### src/rtl/mem_port_arbiter_if.sv
// ----------------------------------------------------------------------------
// mem_port_arbiter_if
// Bundles the two requester handshakes and the memfile port signals that
// mem_port_arbiter sits between.
//
// Parameters: AW address width, DW data width.
// Signals:
//   req0/req1, we0/we1, addr0/addr1, wdata0/wdata1 : requester -> arbiter
//   gnt0/gnt1, rvalid0/rvalid1, rdata0/rdata1,
//   err0/err1                                      : arbiter -> requester
//   mem_write, mem_wr_addr, mem_wr_data,
//   mem_rd_addr                                    : arbiter -> memfile
//   mem_rd_data                                    : memfile -> arbiter
// Modports:
//   slave  : the arbiter's view
//   master : the environment's view (requesters plus memfile)
// ----------------------------------------------------------------------------
interface mem_port_arbiter_if #(
    parameter int AW = 12,
    parameter int DW = 16
);
    logic          req0;
    logic          req1;
    logic          we0;
    logic          we1;
    logic [AW-1:0] addr0;
    logic [AW-1:0] addr1;
    logic [DW-1:0] wdata0;
    logic [DW-1:0] wdata1;
    logic          gnt0;
    logic          gnt1;
    logic          rvalid0;
    logic          rvalid1;
    logic [DW-1:0] rdata0;
    logic [DW-1:0] rdata1;
    logic          err0;
    logic          err1;
    logic          mem_write;
    logic [AW-1:0] mem_wr_addr;
    logic [DW-1:0] mem_wr_data;
    logic [AW-1:0] mem_rd_addr;
    logic [DW-1:0] mem_rd_data;

    modport slave (
        input  req0, req1, we0, we1, addr0, addr1, wdata0, wdata1,
        output gnt0, gnt1, rvalid0, rvalid1, rdata0, rdata1, err0, err1,
        output mem_write, mem_wr_addr, mem_wr_data, mem_rd_addr,
        input  mem_rd_data
    );

    modport master (
        output req0, req1, we0, we1, addr0, addr1, wdata0, wdata1,
        input  gnt0, gnt1, rvalid0, rvalid1, rdata0, rdata1, err0, err1,
        input  mem_write, mem_wr_addr, mem_wr_data, mem_rd_addr,
        output mem_rd_data
    );
endinterface

### src/rtl/mem_port_arbiter.sv
// ----------------------------------------------------------------------------
// mem_port_arbiter
// Shares the memfile write port and read port A between two requesters
// (req 0 = CPU datapath, req 1 = debug/loader). At most one requester is
// granted per cycle; the grant is combinational and the transaction completes
// in that cycle. Read data comes back one cycle later on the issuing
// requester's rvalid/rdata. Writes at or above WR_LIMIT are consumed but not
// performed, and flag a one-cycle err pulse on the following cycle.
//
// Ports:
//   clk  : clock
//   rst  : synchronous, active-high reset; all outputs are 0 while high
//   bus  : mem_port_arbiter_if.slave (requester handshakes + memfile port)
//
// Parameters:
//   AW, DW     : address / data width
//   MAX_BURST  : consecutive grants one requester may keep while the other waits
//   WR_LIMIT   : first protected write address
//
// Build option:
//   MEM_ARB_FIXED_PRIO_EN : when defined, req 0 always wins a conflict and the
//                           round-robin state (lg, bc) is held at 0.
// ----------------------------------------------------------------------------
module mem_port_arbiter #(
    parameter int AW        = 12,
    parameter int DW        = 16,
    parameter int MAX_BURST = 4,
    parameter int WR_LIMIT  = 6
) (
    input logic                clk,
    input logic                rst,
    mem_port_arbiter_if.slave  bus
);

    logic          lg_q, lg_d;
    logic [3:0]    bc_q, bc_d;
    logic [1:0]    rtag_q, rtag_d;
    logic [1:0]    err_q, err_d;
    logic [AW-1:0] rd_addr_q, rd_addr_d;

    logic          gnt0, gnt1, any_gnt;
    logic          sel_we, wr_blocked;
    logic [AW-1:0] sel_addr;
    logic [DW-1:0] sel_wdata;

    // Arbitration. In round-robin mode a bc of 0 means no burst is in
    // progress (idle cycle or reset), so the last-granted side has no claim
    // and a conflict goes to the other side; this is what makes req 0 win
    // first out of reset with lg=1.
    always_comb begin
        gnt0 = 1'b0;
        gnt1 = 1'b0;
        if (!rst) begin
`ifdef MEM_ARB_FIXED_PRIO_EN
            gnt0 = bus.req0;
            gnt1 = bus.req1 & ~bus.req0;
`else
            if (bus.req0 && bus.req1) begin
                if ((bc_q != 4'd0) && (bc_q < 4'(MAX_BURST))) begin
                    gnt0 = ~lg_q;
                    gnt1 = lg_q;
                end else begin
                    gnt0 = lg_q;
                    gnt1 = ~lg_q;
                end
            end else begin
                gnt0 = bus.req0;
                gnt1 = bus.req1;
            end
`endif
        end
    end

    // Issue mux and next-state logic.
    always_comb begin
        any_gnt    = gnt0 | gnt1;
        sel_we     = gnt1 ? bus.we1    : bus.we0;
        sel_addr   = gnt1 ? bus.addr1  : bus.addr0;
        sel_wdata  = gnt1 ? bus.wdata1 : bus.wdata0;
        wr_blocked = sel_addr >= AW'(WR_LIMIT);

        lg_d      = lg_q;
        bc_d      = bc_q;
        rd_addr_d = any_gnt ? sel_addr : rd_addr_q;
        rtag_d    = {gnt1 & ~sel_we, gnt0 & ~sel_we};
        err_d     = {gnt1 & sel_we & wr_blocked, gnt0 & sel_we & wr_blocked};

`ifdef MEM_ARB_FIXED_PRIO_EN
        lg_d = 1'b0;
        bc_d = 4'd0;
`else
        if (any_gnt) begin
            // gnt1 equals lg_q exactly when the winner is the last-granted side
            if (gnt1 == lg_q) begin
                bc_d = (bc_q == 4'hF) ? bc_q : bc_q + 4'd1;
            end else begin
                lg_d = gnt1;
                bc_d = 4'd1;
            end
        end else begin
            bc_d = 4'd0;
        end
`endif
    end

    // State registers with synchronous reset; a pending read tag is dropped.
    always_ff @(posedge clk) begin
        if (rst) begin
            lg_q      <= 1'b1;
            bc_q      <= 4'd0;
            rtag_q    <= 2'b00;
            err_q     <= 2'b00;
            rd_addr_q <= '0;
        end else begin
            lg_q      <= lg_d;
            bc_q      <= bc_d;
            rtag_q    <= rtag_d;
            err_q     <= err_d;
            rd_addr_q <= rd_addr_d;
        end
    end

    // Outputs. Registered responses are gated with rst so nothing leaks out
    // during the reset cycle itself.
    always_comb begin
        bus.gnt0        = gnt0;
        bus.gnt1        = gnt1;
        bus.mem_write   = any_gnt & sel_we & ~wr_blocked;
        bus.mem_wr_addr = any_gnt ? sel_addr : '0;
        bus.mem_wr_data = (any_gnt & sel_we & ~wr_blocked) ? sel_wdata : '0;
        bus.mem_rd_addr = rst ? '0 : rd_addr_d;
        bus.rvalid0     = rtag_q[0] & ~rst;
        bus.rvalid1     = rtag_q[1] & ~rst;
        bus.rdata0      = (rtag_q[0] & ~rst) ? bus.mem_rd_data : '0;
        bus.rdata1      = (rtag_q[1] & ~rst) ? bus.mem_rd_data : '0;
        bus.err0        = err_q[0] & ~rst;
        bus.err1        = err_q[1] & ~rst;
    end

endmodule

### src/flat_wrapper.sv
// flat-port wrapper written by rule: the top's interface ports become plain ports
module mem_port_arbiter_flat 
#(
    parameter int AW        = 12,
    parameter int DW        = 16,
    parameter int MAX_BURST = 4,
    parameter int WR_LIMIT  = 6
)
  (clk, rst, bus_req0, bus_req1, bus_we0, bus_we1, bus_addr0, bus_addr1, bus_wdata0, bus_wdata1, bus_gnt0, bus_gnt1, bus_rvalid0, bus_rvalid1, bus_rdata0, bus_rdata1, bus_err0, bus_err1, bus_mem_write, bus_mem_wr_addr, bus_mem_wr_data, bus_mem_rd_addr, bus_mem_rd_data);
  mem_port_arbiter_if #(.AW(AW), .DW(DW)) bus_i ();
  input logic clk;
  input logic rst;
  input wire logic [$bits(bus_i.req0)-1:0] bus_req0;
  input wire logic [$bits(bus_i.req1)-1:0] bus_req1;
  input wire logic [$bits(bus_i.we0)-1:0] bus_we0;
  input wire logic [$bits(bus_i.we1)-1:0] bus_we1;
  input wire logic [$bits(bus_i.addr0)-1:0] bus_addr0;
  input wire logic [$bits(bus_i.addr1)-1:0] bus_addr1;
  input wire logic [$bits(bus_i.wdata0)-1:0] bus_wdata0;
  input wire logic [$bits(bus_i.wdata1)-1:0] bus_wdata1;
  output wire logic [$bits(bus_i.gnt0)-1:0] bus_gnt0;
  output wire logic [$bits(bus_i.gnt1)-1:0] bus_gnt1;
  output wire logic [$bits(bus_i.rvalid0)-1:0] bus_rvalid0;
  output wire logic [$bits(bus_i.rvalid1)-1:0] bus_rvalid1;
  output wire logic [$bits(bus_i.rdata0)-1:0] bus_rdata0;
  output wire logic [$bits(bus_i.rdata1)-1:0] bus_rdata1;
  output wire logic [$bits(bus_i.err0)-1:0] bus_err0;
  output wire logic [$bits(bus_i.err1)-1:0] bus_err1;
  output wire logic [$bits(bus_i.mem_write)-1:0] bus_mem_write;
  output wire logic [$bits(bus_i.mem_wr_addr)-1:0] bus_mem_wr_addr;
  output wire logic [$bits(bus_i.mem_wr_data)-1:0] bus_mem_wr_data;
  output wire logic [$bits(bus_i.mem_rd_addr)-1:0] bus_mem_rd_addr;
  input wire logic [$bits(bus_i.mem_rd_data)-1:0] bus_mem_rd_data;
  assign bus_i.req0 = bus_req0;
  assign bus_i.req1 = bus_req1;
  assign bus_i.we0 = bus_we0;
  assign bus_i.we1 = bus_we1;
  assign bus_i.addr0 = bus_addr0;
  assign bus_i.addr1 = bus_addr1;
  assign bus_i.wdata0 = bus_wdata0;
  assign bus_i.wdata1 = bus_wdata1;
  assign bus_gnt0 = bus_i.gnt0;
  assign bus_gnt1 = bus_i.gnt1;
  assign bus_rvalid0 = bus_i.rvalid0;
  assign bus_rvalid1 = bus_i.rvalid1;
  assign bus_rdata0 = bus_i.rdata0;
  assign bus_rdata1 = bus_i.rdata1;
  assign bus_err0 = bus_i.err0;
  assign bus_err1 = bus_i.err1;
  assign bus_mem_write = bus_i.mem_write;
  assign bus_mem_wr_addr = bus_i.mem_wr_addr;
  assign bus_mem_wr_data = bus_i.mem_wr_data;
  assign bus_mem_rd_addr = bus_i.mem_rd_addr;
  assign bus_i.mem_rd_data = bus_mem_rd_data;
  mem_port_arbiter #(.AW(AW), .DW(DW), .MAX_BURST(MAX_BURST), .WR_LIMIT(WR_LIMIT)) u_core (.clk(clk), .rst(rst), .bus(bus_i));
endmodule
### config.mk
export PLATFORM = sky130hd
export DESIGN_NAME = mem_port_arbiter_flat
export DESIGN_NICKNAME = d
export VERILOG_FILES = /design/src/rtl/mem_port_arbiter_if.sv /design/src/rtl/mem_port_arbiter.sv /design/src/flat_wrapper.sv
export SDC_FILE = /design/constraint.sdc
export NUM_CORES = 1
export LEC_CHECK = 0
export ABC_CLOCK_PERIOD_IN_PS = 2500
export BUFFER_PORTS_ARGS = -buffer_cell sky130_fd_sc_hd__buf_2
export CAP_MARGIN = 30
export CORE_AREA = 2 2 72 74
export DETAILED_ROUTE_END_ITERATION = 16
export DIE_AREA = 0 0 74 76
export PLACE_DENSITY_LB_ADDON = 0.2
export SYNTH_ARGS = -nofsm -noshare
export SYNTH_HDL_FRONTEND = slang
export SYNTH_SLANG_ARGS = --single-unit
### constraint.sdc
create_clock -name clk -period 2.5 [get_ports clk]
set_input_delay 0.5 -clock clk [delete_from_list [all_inputs] [get_ports clk]]
set_output_delay 0.5 -clock clk [all_outputs]
set_load 0.05 [all_outputs]
---- After elaboration in Yosys (flattened, before gate mapping) ----
Index checks and enable logic that the tools add are counted.
Widths: inputs -> output; s select.
storage, ports and cells
  register bits after elaboration ......... 21
  input port bits ......................... 78
  logic and storage cells ................. 54
operators by class
  $add $sub $neg .......................... 1
  magnitude comparators ................... 2
  equal/unequal tests ..................... 3
  multiplexer cells ....................... 17
  bitwise logic cells ..................... 19
  reduce and logical (&&, ||, !) cells .... 6
operators by type and width
  kind                 number
  $mux 16              4
  $mux 12              4
  $and 1x1->1          12
  $ge 12x3->1 const B  1
  $mux 1               9
  $not 1->1            6
  $add 4x1->4 const B  1
  $eq 4x4->1 const B   1
  $lt 4x3->1 const B   1
  $reduce_bool 4->1    1
  $reduce_or 3->1      1
  $logic_and 1x1->1    2
  $ne 2x2->1 const B   1
  $reduce_and 2->1     1
  $reduce_or 2->1      1
  $eq 1x1->1           1
  $or 1x1->1           1

---- Longest topological paths before layout ----
  depth after elaboration ................. 10
  depth in mapped cells ................... 8
  depth with buffers taken out ............ 7

---- Least setup slack after synthesis ----
OpenSTA, ideal clock, no wires.
  kind .................................... register to output
  start point ............................. register u_core.bc_q[0]
  end point ............................... output port bus_mem_rd_addr[10]
  arrival ................................. 2.777 ns
  slack ................................... -0.777 ns
  cell stages (with the launch flop) ...... 8
  path buffers ............................ 1
  cell sequence ........................... dfxtp_1 > inv_1 > ha_1 > or3_4 > o211ai_4 > buf_6 > mux2i_1 > a211oi_1
between the ends
  word-level cells in the longest chain between the ends .. 8
  elaborated cells between the ends (all ways) .. 13
  those cells by class .................... order compare: 1; mux: 9; bitwise: 1; reduce/logical: 2
RTL lines
  what                                                    RTL line                                        text
  from (decl)                                             mem_port_arbiter.sv:36                          logic [3:0] bc_q, bc_d;
  from (signal assigned)                                  mem_port_arbiter.sv:110                         bc_q <= 4'd0;
  from (signal assigned)                                  mem_port_arbiter.sv:116                         bc_q <= bc_d;
  $lt 4x3->1 / $reduce_bool 4->1 (equally long branches)  mem_port_arbiter.sv:59                          if ((bc_q != 4'd0) && (bc_q < 4'(MAX_BURST))) begin
  $logic_and 1x1->1 (*)                                   mem_port_arbiter.sv:59
  $mux 1                                                  mem_port_arbiter.sv:59
  $mux 1                                                  mem_port_arbiter.sv:58                          if (bus.req0 && bus.req1) begin
  $mux 1                                                  mem_port_arbiter.sv:53                          if (!rst) begin
  $mux 12 / $or 1x1->1 (equally long branches)            mem_port_arbiter.sv:78, mem_port_arbiter.sv:76
  $mux 12 (*)                                             mem_port_arbiter.sv:84                          rd_addr_d = any_gnt ? sel_addr : rd_addr_q;
  $mux 12 (*)                                             mem_port_arbiter.sv:131                         bus.mem_rd_addr = rst ? '0 : rd_addr_d;
  to (decl)                                               flat_wrapper.sv:32                              output wire logic [$bits(bus_i.mem_rd_addr)-1:0] bus_mem_rd_addr;
Every way passes the cells marked *; elsewhere a longest branch is shown, timed or not.

---- Final worst setup path ----
  start point ............................. register u_core.bc_q[0]
  end point ............................... output port bus_mem_wr_data[3]
between the ends
  word-level cells in the longest chain between the ends .. 10
  elaborated cells between the ends (all ways) .. 18
  those cells by class .................... order compare: 2; mux: 10; bitwise: 4; reduce/logical: 2
RTL lines
  what                                                    RTL line                 text
  $lt 4x3->1 / $reduce_bool 4->1 (equally long branches)  mem_port_arbiter.sv:59
  $logic_and 1x1->1 (*)                                   mem_port_arbiter.sv:59
  $mux 1                                                  mem_port_arbiter.sv:59
  $mux 1                                                  mem_port_arbiter.sv:58
  $mux 1                                                  mem_port_arbiter.sv:53
  $mux 12                                                 mem_port_arbiter.sv:78   sel_addr = gnt1 ? bus.addr1 : bus.addr0;
  $ge 12x3->1                                             mem_port_arbiter.sv:80   wr_blocked = sel_addr >= AW'(WR_LIMIT);
  $not 1->1                                               mem_port_arbiter.sv:130  bus.mem_wr_data = (any_gnt & sel_we & ~wr_blocked) ? sel_wdata : '0;
  $and 1x1->1                                             mem_port_arbiter.sv:130
  $mux 16 (*)                                             mem_port_arbiter.sv:130
  to (decl)                                               flat_wrapper.sv:31       output wire logic [$bits(bus_i.mem_wr_data)-1:0] bus_mem_wr_data;
Marked as above.

==> run_results.csv <==
group,metric,value,unit
global_routing,grt_pass1_vias,2774,
power_and_ir_drop,p_int,837,uW
setup_path,crit_family,"buffers and inverters",
synthesis,ys_top_cells_by_count,"nand3_1, and2_1, a21oi_1, nand2_1, dfxtp_1",
setup_path,path_max_fanout,8,
synthesis,synth_top_area_cell,"dfxtp_1",
floorplan,row_count,26,
synthesis,synth_nets,332,
placed_design,dp_hpwl,5520,um
synthesis,ys_warn_count,0,
run_status,violations,"negative setup slack",
synthesis,synthCells,252,
synthesis,synthAdderAreaFrac,1.41,%
power_and_ir_drop,power_leakage,1.92,nW
power_and_ir_drop,vdd_drop_max,0.000217,V
synthesis,synth_flop_cell,"dfxtp_1",
power_and_ir_drop,swShare,44.1,%
placed_design,numPortBuffers,156,
floorplan,fp.dieW,74,um
global_routing,antenna_found_initial,1,
synthesis,synth.top_cell.area_share,23.7,%
clock_tree,worstSkewPairLatency,270,ps
setup_path,path_buf_inv,4,
timing,fin_tns_setup,-11950,ps
global_routing,grt.total_usage,32.2,%
timing,timing.final.ws_setup,-353,ps
power_and_ir_drop,p_seq_share,24.5,%
timing,clock_skew,11.8,ps
route,vias,3123,
flow_run,drv_cap,0,
setup_path,crit_type,"reg2out",
layout,stdcell_count,515,
power_and_ir_drop,switchingPower,660,uW
route,dr.pass1.iters,5,
floorplan,io_pins,157,
synthesis,synth-compound-area-share,22.5,%
power_and_ir_drop,pwr-share-comb,60.2,%
placed_design,postPlaceCellArea,3070,um^2
timing,tightest_slew,616,ps
setup_path,r2r_slack,20,ps
clock_tree,cts.clk_slew.worst_paths,80,ps
route,drc_errors,0,
timing,max_slew_margin,58.7,%
clock_tree,cts_tree,"yes",
timing,final_hold_viol_count,0,
clock_tree,cts_root_buffer,"clkbuf_8",
setup_path,timing.rr.end,"u_core.bc_q[0]",
clock_tree,cts_buffers,3,
layout,num-nets-final,525,
synthesis,synthMuxAreaShare,7.34,%
run_status,status,"finished, violations left",
global_routing,grt_max_degree,21,
synthesis,ys_seq_area_share,23.7,%
hold_path,whs_endpoint,"u_core.rtag_q[1]",
synthesis,synth-seq-cells,21,
setup_path,reg2reg_from,"u_core.bc_q[0]",
layout,design_area,4570,um^2
setup_path,endpoint_kind,"output port",
route,routedWlPerCell,25.6,um
synthesis,synthXorXnorAreaFrac,0.988,%
hold_path,holdPathStages,2,
layout,area_growth,158,%
clock_tree,clockBufferDepth,2,
synthesis,synth.area.top_cells,"dfxtp_1, and2_1, nand3_1, a21oi_1, mux2i_1",
timing,period_needed,2850,ps
clock_tree,postCtsHoldBufs,0,
placed_design,dp_cells,481,
timing,setup_viol_count_final,43,
synthesis,ys_types,37,
setup_path,crit_required,2000,ps
synthesis,async_flop_share,0,%
global_routing,gr-total-overflow,0,
synthesis,synth_top_family_by_area,"simple AND/OR/NAND/NOR gates",
floorplan,start_util,36.1,%
timing,clock.fmax,0.351,GHz
synthesis,synth_edf_count,0,
synthesis,netlist_area,1770,um^2
setup_path,crit_slowest_cell,"or3_4",
power_and_ir_drop,pwr_density_cell,327,nW/um^2
setup_path,critPathLaunchType,"register",
hold_path,holdCritStartpoint,"bus_we1",
power_and_ir_drop,pwr-share-clk,15.2,%
setup_path,crit_chain,"inv_2 > ha_4 > or3_4 > o211ai_4 > buf_6 > buf_16 > nand3_1 > a21oi_4 > buf_8",
placed_design,gp_congestion,0.947,
route,dr.first_iter.drc_count,185,
setup_path,reg2reg_depth,11,
synthesis,synth.most_common_cell,"nand3_1",
floorplan,core_area,4910,um^2
route,ant_nets,0,
synthesis,synth_simple_gate_area_share,37.8,%
layout,layout-drive-gt1-share,74.1,%
global_routing,grt_pass1_wl,14100,um
setup_path,crit_cells,9,
route,routed_via_density,6.06,
clock_tree,cts.sinks,21,
placed_design,pre_cts_ws,-156,ps
hold_path,hp-class,"in2reg",
timing,period_share,114,%
route,wl,13200,um
floorplan,die_area,5620,um^2
timing,rsz0062_at_grt,"true",
clock_tree,htreeDepth,1,
synthesis,avgSynthCellArea,7.04,um^2
floorplan,dieHeight,76,um
setup_path,max_stage_delay,370,ps
setup_path,cp.arrival,2350,ps
timing,report.final.slew_viol_count,0,
[through the flow]
step / power [mW] / utilization (%) / hold WS (ps)
after CTS: 1.34 / 80.4 / 436
final: 1.50 / 93.1 / 457
after floorplan: 0.744 / - / 522
after detailed placement: 0.929 / 62.4 / 541
after global placement: 0.919 / 62.4 / 517
after global routing: 1.53 / 93.1 / 459
[kinds of logic after synthesis]
logic type / count (synthesis)
XOR/XNOR: 2
multiplexers: 13
AO/OA/AOI/OAI: 58
flip-flops: 21
buffers and inverters: 25
adder cells (fa/ha/maj): 2
AND/OR/NAND/NOR: 131
[sequential cells by signal, summed over array words and instances (netlist names)]
name	cells
u_core.lg_q	1
u_core.err_q	2
u_core.bc_q	4
u_core.rd_addr_q	12
u_core.rtag_q	2
[routing by layer]
layer	track usage [%]	wire length, um	up-vias
li1	-	-	1276
met1	35.4	4370	1465
met2	57.6	6420	292
met3	6.48	1170	90
met4	14.2	1230	0
met5	0	0	-
[worst max-delay path by stage]
stage / start / endpoint / slack (ps)
global placement: u_core.bc_q[1] / bus_mem_wr_data[2] / -100
floorplan: bus_addr0[6] / bus_mem_wr_data[10] / -330
global route: u_core.bc_q[0] / bus_mem_rd_addr[11] / -390
detailed placement: u_core.bc_q[1] / bus_mem_wr_data[14] / -160
finish: u_core.bc_q[0] / bus_mem_wr_data[3] / -350
CTS: u_core.bc_q[0] / bus_mem_rd_addr[3] / -240
[power by group through the flow]
stage	Clock, mW	Sequential (mW)	Combinational [mW]
2_1_floorplan	0	0.372	0.372
3_3_place_gp	0	0.371	0.547
3_5_place_dp	0	0.372	0.557
4_1_cts	0.225	0.364	0.753
5_1_grt	0.238	0.369	0.918
6_report	0.228	0.368	0.902
[what timing repair did]
item | CTS | global route
pin swaps | 42 | 37
cloned | 5 | 2
gates resized for setup | 151 | 103
endpoints found under the setup margin | 43 | 43
endpoints found under the hold margin | 0 | 0
buffers inserted | 14 | 12
[area by class of cell]
class                      count  area [um^2]
multi-input combinational    206         2240
timing repair buffer         209         1750
sequential                    21          423
fill                         156          338
tap                           70         87.6
clock buffer                   4         45.0
inverter                       4         27.5
antenna                        1         2.50
[cell usage in the layout, fill, tap and decap left out, types with 3 or more instances in the layout]
| cell type | n |
|---|---|
| buf_2 | 113 |
| buf_6 | 52 |
| and2_1 | 32 |
| buf_4 | 25 |
| nand2_4 | 22 |
| a21oi_4 | 21 |
| dfxtp_1 | 19 |
| nor2_1 | 16 |
| nand3_1 | 12 |
| nand3_4 | 11 |
| nand3_2 | 11 |
| mux2i_4 | 11 |
| a211oi_4 | 11 |
| a21oi_2 | 8 |
| buf_12 | 8 |
| nor2b_1 | 5 |
| buf_16 | 5 |
| nor3_1 | 4 |
| nand2_1 | 4 |
| buf_8 | 4 |
| o21a_1 | 3 |
| clkbuf_8 | 3 |
No activity file was read; power rests on OpenSTA's default activity.
